<file path="src/rtl/master_burst_out_port.sv">
// Master transmit port: arbitrates for the serial bus, sends the slave/address/burst
// header LSB-first, then streams write words or waits for the read to complete.
module master_burst_out_port #(
  parameter int SLAVE_LEN   = 2,
  parameter int ADDRESS_LEN = 12,
  parameter int WORD_SIZE   = 8,
  parameter int BURST_SIZE  = 12,
  parameter int TIMEOUT     = 16
) (
  input  logic                   clk,
  input  logic                   rst,
  input  logic                   start,
  input  logic [1:0]             instruction,
  input  logic [SLAVE_LEN-1:0]   slave_select,
  input  logic [ADDRESS_LEN-1:0] address,
  input  logic [BURST_SIZE-1:0]  burst_num,
  input  logic [WORD_SIZE-1:0]   data,
  input  logic                   data_valid,
  output logic                   data_ready,
  output logic                   approval_request,
  input  logic                   approval_grant,
  input  logic                   arbitor_busy,
  input  logic                   slave_ready,
  input  logic                   split_en,
  input  logic                   rx_done,
  output logic                   master_ready,
  output logic                   bus_busy,
  output logic                   master_valid,
  output logic                   write_en,
  output logic                   read_en,
  output logic                   tx_slave_select,
  output logic                   tx_address,
  output logic                   tx_burst_num,
  output logic                   tx_data,
  output logic                   tx_done,
  output logic                   timeout_err
);

  localparam logic [3:0] S_IDLE       = 4'd0;
  localparam logic [3:0] S_REQ        = 4'd1;
  localparam logic [3:0] S_SEL        = 4'd2;
  localparam logic [3:0] S_WAIT_SLAVE = 4'd3;
  localparam logic [3:0] S_SPLIT      = 4'd4;
  localparam logic [3:0] S_ADDR       = 4'd5;
  localparam logic [3:0] S_DATA       = 4'd6;
  localparam logic [3:0] S_RD_WAIT    = 4'd7;
  localparam logic [3:0] S_DONE       = 4'd8;

  localparam int MAXLEN = (ADDRESS_LEN > WORD_SIZE)
                        ? ((ADDRESS_LEN > SLAVE_LEN) ? ADDRESS_LEN : SLAVE_LEN)
                        : ((WORD_SIZE > SLAVE_LEN) ? WORD_SIZE : SLAVE_LEN);
  localparam int CW = $clog2(MAXLEN);
  localparam int TW = $clog2(TIMEOUT);

  localparam logic [CW-1:0] SEL_LAST  = CW'(SLAVE_LEN - 1);
  localparam logic [CW-1:0] ADDR_LAST = CW'(ADDRESS_LEN - 1);
  localparam logic [CW-1:0] WORD_LAST = CW'(WORD_SIZE - 1);
  localparam logic [TW-1:0] T_LAST    = TW'(TIMEOUT - 1);

  logic [3:0]             state;
  logic [1:0]             instr_q;
  logic [SLAVE_LEN-1:0]   sel_q, sel_sh;
  logic [ADDRESS_LEN-1:0] addr_q, addr_sh, burst_sh;
  logic [BURST_SIZE-1:0]  burst_q;
  logic [WORD_SIZE-1:0]   data_sh;
  logic [CW-1:0]          cnt;
  logic [TW-1:0]          wait_cnt;
  logic [BURST_SIZE:0]    word_cnt, words_total;
  logic                   shifting, last_bit, on_bus, is_write;

  // Extra MSB lets an all-ones burst_num request 2^BURST_SIZE words without wrapping.
  assign words_total = {1'b0, burst_q} + (BURST_SIZE+1)'(1);
  assign is_write    = (instr_q == 2'b10);
  assign on_bus      = (state == S_SEL) || (state == S_WAIT_SLAVE) || (state == S_ADDR) ||
                       (state == S_DATA) || (state == S_RD_WAIT) || (state == S_DONE);
  assign last_bit    = shifting && (cnt == WORD_LAST);

  assign master_ready     = (state == S_IDLE);
  assign approval_request = ((state == S_REQ) && !arbitor_busy) || on_bus;
  assign bus_busy         = on_bus;
  assign write_en         = on_bus && is_write;
  assign read_en          = on_bus && !is_write;
  assign master_valid     = (state == S_SEL) || (state == S_ADDR) || ((state == S_DATA) && shifting);
  assign tx_slave_select  = (state == S_SEL) && sel_sh[0];
  assign tx_address       = (state == S_ADDR) && addr_sh[0];
  assign tx_burst_num     = (state == S_ADDR) && burst_sh[0];
  assign tx_data          = (state == S_DATA) && shifting && data_sh[0];
  assign tx_done          = (state == S_DONE);
  // The next word may be taken on the last bit of the current one, giving gapless bursts.
  assign data_ready       = (state == S_DATA) && data_valid && (!shifting || last_bit) &&
                            (word_cnt != words_total);

  // NOTE: every register here uses <= so all updates see the pre-edge values of each other.
  always_ff @(posedge clk) begin
    if (rst) begin
      state       <= S_IDLE;
      instr_q     <= '0;
      sel_q       <= '0;
      sel_sh      <= '0;
      addr_q      <= '0;
      addr_sh     <= '0;
      burst_q     <= '0;
      burst_sh    <= '0;
      data_sh     <= '0;
      cnt         <= '0;
      wait_cnt    <= '0;
      word_cnt    <= '0;
      shifting    <= 1'b0;
      timeout_err <= 1'b0;
    end else begin
      timeout_err <= 1'b0;
      case (state)
        S_IDLE: begin
          if (start && (instruction == 2'b10 || instruction == 2'b01)) begin
            instr_q  <= instruction;
            sel_q    <= slave_select;
            addr_q   <= address;
            burst_q  <= burst_num;
            wait_cnt <= '0;
            state    <= S_REQ;
          end
        end
        S_REQ: begin
          if (approval_grant) begin
            sel_sh <= sel_q;
            cnt    <= '0;
            state  <= S_SEL;
          end else if (wait_cnt == T_LAST) begin
            timeout_err <= 1'b1;
            state       <= S_IDLE;
          end else begin
            wait_cnt <= wait_cnt + TW'(1);
          end
        end
        S_SEL: begin
          sel_sh <= sel_sh >> 1;
          if (cnt == SEL_LAST) begin
            wait_cnt <= '0;
            state    <= S_WAIT_SLAVE;
          end else begin
            cnt <= cnt + CW'(1);
          end
        end
        S_WAIT_SLAVE: begin
          if (split_en) begin
            state <= S_SPLIT;
          end else if (slave_ready) begin
            addr_sh  <= addr_q;
            burst_sh <= ADDRESS_LEN'(burst_q);
            cnt      <= '0;
            state    <= S_ADDR;
          end else if (wait_cnt == T_LAST) begin
            timeout_err <= 1'b1;
            state       <= S_IDLE;
          end else begin
            wait_cnt <= wait_cnt + TW'(1);
          end
        end
        S_SPLIT: begin
          if (!split_en) begin
            wait_cnt <= '0;
            state    <= S_REQ;
          end
        end
        S_ADDR: begin
          addr_sh  <= addr_sh >> 1;
          burst_sh <= burst_sh >> 1;
          if (cnt == ADDR_LAST) begin
            cnt      <= '0;
            shifting <= 1'b0;
            word_cnt <= '0;
            state    <= is_write ? S_DATA : S_RD_WAIT;
          end else begin
            cnt <= cnt + CW'(1);
          end
        end
        S_DATA: begin
          if (data_ready) begin
            data_sh  <= data;
            shifting <= 1'b1;
            cnt      <= '0;
            word_cnt <= word_cnt + (BURST_SIZE+1)'(1);
          end else if (shifting) begin
            data_sh <= data_sh >> 1;
            if (last_bit) begin
              shifting <= 1'b0;
              if (word_cnt == words_total) state <= S_DONE;
            end else begin
              cnt <= cnt + CW'(1);
            end
          end
        end
        S_RD_WAIT: begin
          if (rx_done) state <= S_DONE;
        end
        S_DONE:  state <= S_IDLE;
        default: state <= S_IDLE;
      endcase
    end
  end

endmodule

</file>
<file path="config.mk">
export PLATFORM = sky130hd
export DESIGN_NAME = master_burst_out_port
export DESIGN_NICKNAME = d
export VERILOG_FILES = /design/src/rtl/master_burst_out_port.sv
export SDC_FILE = /design/constraint.sdc
export NUM_CORES = 1
export LEC_CHECK = 0
export BUFFER_PORTS_ARGS = -buffer_cell sky130_fd_sc_hd__buf_4
export CAP_MARGIN = 20
export CORE_MARGIN = 2
export CORE_UTILIZATION = 45
export DETAILED_ROUTE_END_ITERATION = 6
export GPL_ROUTABILITY_DRIVEN = 0
export GPL_TIMING_DRIVEN = 0
export PLACE_DENSITY = 0.75
export SYNTH_ARGS = -nofsm -noshare
export SYNTH_HDL_FRONTEND = slang
export SYNTH_SLANG_ARGS = --single-unit
export TNS_END_PERCENT = 30
</file>
<file path="constraint.sdc">
create_clock -name clk -period 3.3 [get_ports clk]
set_input_delay 0.66 -clock clk [delete_from_list [all_inputs] [get_ports clk]]
set_output_delay 0.66 -clock clk [all_outputs]
set_load 0.01 [all_outputs]
</file>
---- Word level (Yosys, flattened, before mapping) ----
Index checks and enable logic that the tools add are counted.
storage, ports and cells
  bits in registers ....................... 89
  input port bits ......................... 45
  output and inout bits ................... 13
  logic and storage cells ................. 150
cells by class
  $add $sub $neg .......................... 4
  equal/unequal tests ..................... 35
  muxes and demuxes ....................... 55
  reduce and logical (&&, ||, !) cells .... 42
operators with widths
  cell                     count
  $mux W4                  28
  $mux W12                 4
  $pmux W12 S2             2
  $pmux W4 S5              2
  $pmux W4 S8              1
  $mux W13                 2
  $pmux W13 S2             1
  $ne A2 B2 Y1 const B     12
  $eq A4 B3 Y1 const B     5
  $mux W8                  2
  $reduce_and A7 Y1        2
  $add A12 B1 Y13 const B  1
  $add A13 B1 Y13 const B  1
  $eq A13 B13 Y1           1
  $logic_and A1 B1 Y1      13
  $ne A13 B13 Y1           1
  $eq A4 B4 Y1 const B     3
  $logic_or A1 B1 Y1       10
  $reduce_bool A5 Y1       2
  $mux W1                  9
  $reduce_and A9 Y1        1
  $add A4 B1 Y4 const B    2
  $eq A4 B1 Y1 const B     2
  $eq A4 B2 Y1 const B     2
  12 further kinds         27

---- Logic depth before layout (Yosys ltp) ----
  depth in word-level cells ............... 7
  gate-level depth with buffers ........... 12
  gate-level depth less buffers ........... 9

---- Least setup slack after synthesis ----
No wires, ideal clock.
  path kind ............................... register to output
  start ................................... reg burst_q[0]
  end ..................................... out data_ready
  data arrival time ....................... 1.845 ns
  required time ........................... 2.640 ns
  slack ................................... 0.795 ns
  cell stages (with the launch flop) ...... 7
  buffers on the path ..................... 0
  cells stage by stage .................... dfxtp_1 ha_1 maj3_1 o22ai_1 o2111ai_1 o31ai_1 nor2_1
between the ends
  longest elaborated chain between the ends .. 3
RTL lines
  what                    line  text
  start, declared         64    logic [BURST_SIZE-1:0] burst_q;
  start signal, assigned  118   burst_q <= burst_num;
  $add A12 B1 Y13         72    assign words_total = {1'b0, burst_q} + (BURST_SIZE+1)'(1);
  $ne A13 B13 Y1          91    (word_cnt != words_total);
  $logic_and A1 B1 Y1     90    assign data_ready = (state == S_DATA) && data_valid && (!shifting || last_bit) &&
  end, declared           19    output logic data_ready,
Every way passes these cells.

---- Worst setup path in the final report ----
Ends and elaborated chain as after synthesis.

==> reports/summary.txt <==
Status -> finished clean
Max-Slew Margin vs Limit -> 47.3%
Shortest clock period the worst path allows after layout -> 3.19 ns
Reg2Reg Setup Slack -> 0.52 ns
Asr flop ratio synth -> 0%
Type of destination of the critical path -> output pin
First-pass GRT wire length -> 20.0 mm
Clock tree root driver cell -> clkbuf_8
I/O pin total -> 58
Mean instance size in the synthesized netlist -> 7.49 µm²
Via count -> 4572
Endpoints failing setup -> 0
Number of hold-repair buffers added at the cts stage -> 0
Count of distinct cell types in the synthesized netlist -> 55
Total standard cell area after synthesis -> 0.00456 mm²
Startpoint types -> flop
Register bit count reported by yosys -> 89
Sum of routed wire length over all layers -> 12.0 mm
Placement Cell Area -> 0.00515 mm²
Part of the cycle the worst path needs -> 96.6%
Overall die area -> 0.0110 mm²
Post-detailed-route count of antenna-violating nets -> 0
Number of antenna violations at the first check in global routing -> 0
Seq/Total Area, Yosys -> 39.0%
Number of placed instances, taps included -> 798
Clock insertion delay at the later pin of the skew report -> 0.37 ns
Routed length per instance -> 14.7 µm
Longest Clk Path Bufs -> 2
Post-synth EDFFs -> 0
GRT Resource Usage Total -> 22.1%
Overall die height -> 105 µm
Max capacitance violation total -> 0
First-pass iteration count of the detailed router -> 5
Non-filler cells in the finished layout -> 814
Highest-count cells in the layout ignoring fill and taps -> nand2_1, dfxtp_1, a21oi_1
Worst clock skew -> 0.0183 ns
Worst endpoint data arrival time -> 2.53 ns
Number of levels the H-tree was split into -> 3
Slew @ Worst Pin -> 0.780 ns
Core Region -> 0.00982 mm²
Number of buffers inserted by post-CTS setup repair -> 0
TritonCTS sink count -> 89
Post-Layout Inst Area -> 0.00538 mm²
Path category of the worst min-delay check -> flop to flop
Violation count after the first detailed-routing iteration -> 222
Req. time, crit path -> 2.64 ns
Most common cell after layout, fill and taps aside -> nand2_1
Count of unresolved DRC violations after routing -> 0
Ant. Diodes -> 0
PwrDens -> 513 mW/mm²
Worst IR Drop VDD -> 0.000310 V
Final core utilization -> 54.8%
Kind of critical path -> flop to output pin
Number of fill cells in the layout -> 954
Area growth, synth to finish -> 17.9%
Final WS setup -> 0.111 ns
Post-DP HPWL -> 8.77 mm
Post-Synthesis Net Count -> 659
Leakage -> 1.94 nW
Overall die width -> 105 µm
Number of standard-cell rows in the floorplan -> 36
Post-place setup slack -> 0.194 ns
Fmax -> 314 MHz
Remaining Overflow, GRT -> 0
Routed vias/inst -> 5.62
Fraction of final layout cells with drive strength greater than 1 -> 13.7%
Final net count -> 726
Count of yosys warnings during synthesis -> 0
Primary flip-flop cell chosen by synthesis mapping -> dfxtp_1
Largest net degree at the start of global routing -> 19
Clock-pin transition on the worst setup and hold timing paths -> 0.10 ns
Post-Syn Instances -> 609
Post-layout power -> 2.76 mW
Max Slew Vio Count -> 0
Via count of the first global-routing pass -> 4408
Num CTS Buffers -> 9
Final number of hold-violating endpoints -> 0
CTS tree -> built
Critical path fanouts, max -> 9
Number of port buffers -> 56
Initial cell density of the core -> 46.5%
-- critical path, cell delays in order (launching register included) --
cell	delay, ns
dfxtp_4	0.41
ha_2	0.28
xnor2_1	0.14
o211ai_1	0.10
a221oi_1	0.30
o2111ai_2	0.27
o31ai_4	0.36
nor2_2	0.14
buf_4	0.17
-- repair_timing --
| item | 4_1_cts | 5_1_grt |
|---|---|---|
| pin swaps | 0 | 2 |
| gates resized for setup | 3 | 7 |
| endpoints found under the setup margin | 1 | 1 |
-- sequential cells by signal (all words and copies together) (netlist names), 4 cells and up --
signal    cells
data_sh       8
wait_cnt      4
burst_q      12
state         4
word_cnt     13
addr_q       12
burst_sh     12
cnt           4
addr_sh      12
-- per-stage QoR --
stage | TNS, ns | hold WS, ns
finish | 0 | 0.462
global route | -0.00734 | 0.486
CTS | 0 | 0.461
detailed placement | 0 | 0.447
global placement | 0 | 0.444
floorplan | 0 | 0.431
-- Yosys cell counts, drive strengths merged (4+ instances only) --
master | count | area share [%]
nand2 | 128 | 11
dfxtp | 89 | 39
a21oi | 74 | 8.4
nor2 | 72 | 5.9
clkbuf | 30 | 2.5
a311oi | 23 | 4.4
o21ai | 23 | 2.5
nand3 | 17 | 2.0
inv | 11 | 0.90
buf | 10 | 1.5
xnor2 | 10 | 1.9
mux2i | 9 | 2.0
nand2b | 8 | 1.1
and3 | 7 | 0.96
nand4 | 7 | 0.96
or3 | 7 | 0.96
a211oi | 6 | 0.99
and2 | 6 | 0.82
nor3 | 6 | 0.66
a21o | 5 | 0.82
ha | 5 | 1.4
nand3b | 5 | 0.82
xor2 | 5 | 0.96
nor4 | 4 | 0.55
or4 | 4 | 0.66
-- cell families after synthesis --
family,Yosys count,share of synthesized area (%)
AO/OA/AOI/OAI,154,21.3
XOR/XNOR,15,2.88
adder cells (fa/ha/maj),6,1.59
buffers and inverters,51,4.88
flip-flops,89,39.0
multiplexers,9,1.97
AND/OR/NAND/NOR,285,28.4
-- report_power, final --
part	total, mW	switching (mW)	leakage [nW]	internal, mW
logic	0.750	0.468	1.12	0.283
registers	1.27	0.0828	0.722	1.19
clock network	0.744	0.449	0.0958	0.295
-- layout make-up --
class	count	area [µm²]	share of cell area [%]
multi-input cells	469	2590	48.2
flip-flops and latches	89	1790	33.2
repair buffers	56	420	7.81
plain buffers	40	181	3.37
well taps	133	166	3.09
clock buffers	9	124	2.30
clock inverters	7	67.6	1.26
inverters	11	41.3	0.767
-- path summary, 6_finish.rpt --
| check | startpoint | to | cells after the start |
|---|---|---|---|
| setup / recovery | burst_q[0] | data_ready | 8 |
| hold reg to reg | addr_q[9] | addr_q[9] | 2 |
| setup reg to reg | state[2] | burst_sh[6] | 7 |
| hold / removal | addr_q[9] | addr_q[9] | 2 |
-- layer usage --
| metal | vias up | part of all wire, % | GRT usage [%] |
|---|---|---|---|
| li1 | 2273 | - | - |
| met1 | 2126 | 43 | 27.4 |
| met2 | 149 | 49 | 38.4 |
| met3 | 24 | 5.6 | 4.05 |
| met4 | 0 | 2.5 | 7.81 |
| met5 | - | 0 | 0 |
No activity file was read; power rests on OpenSTA's default activity.
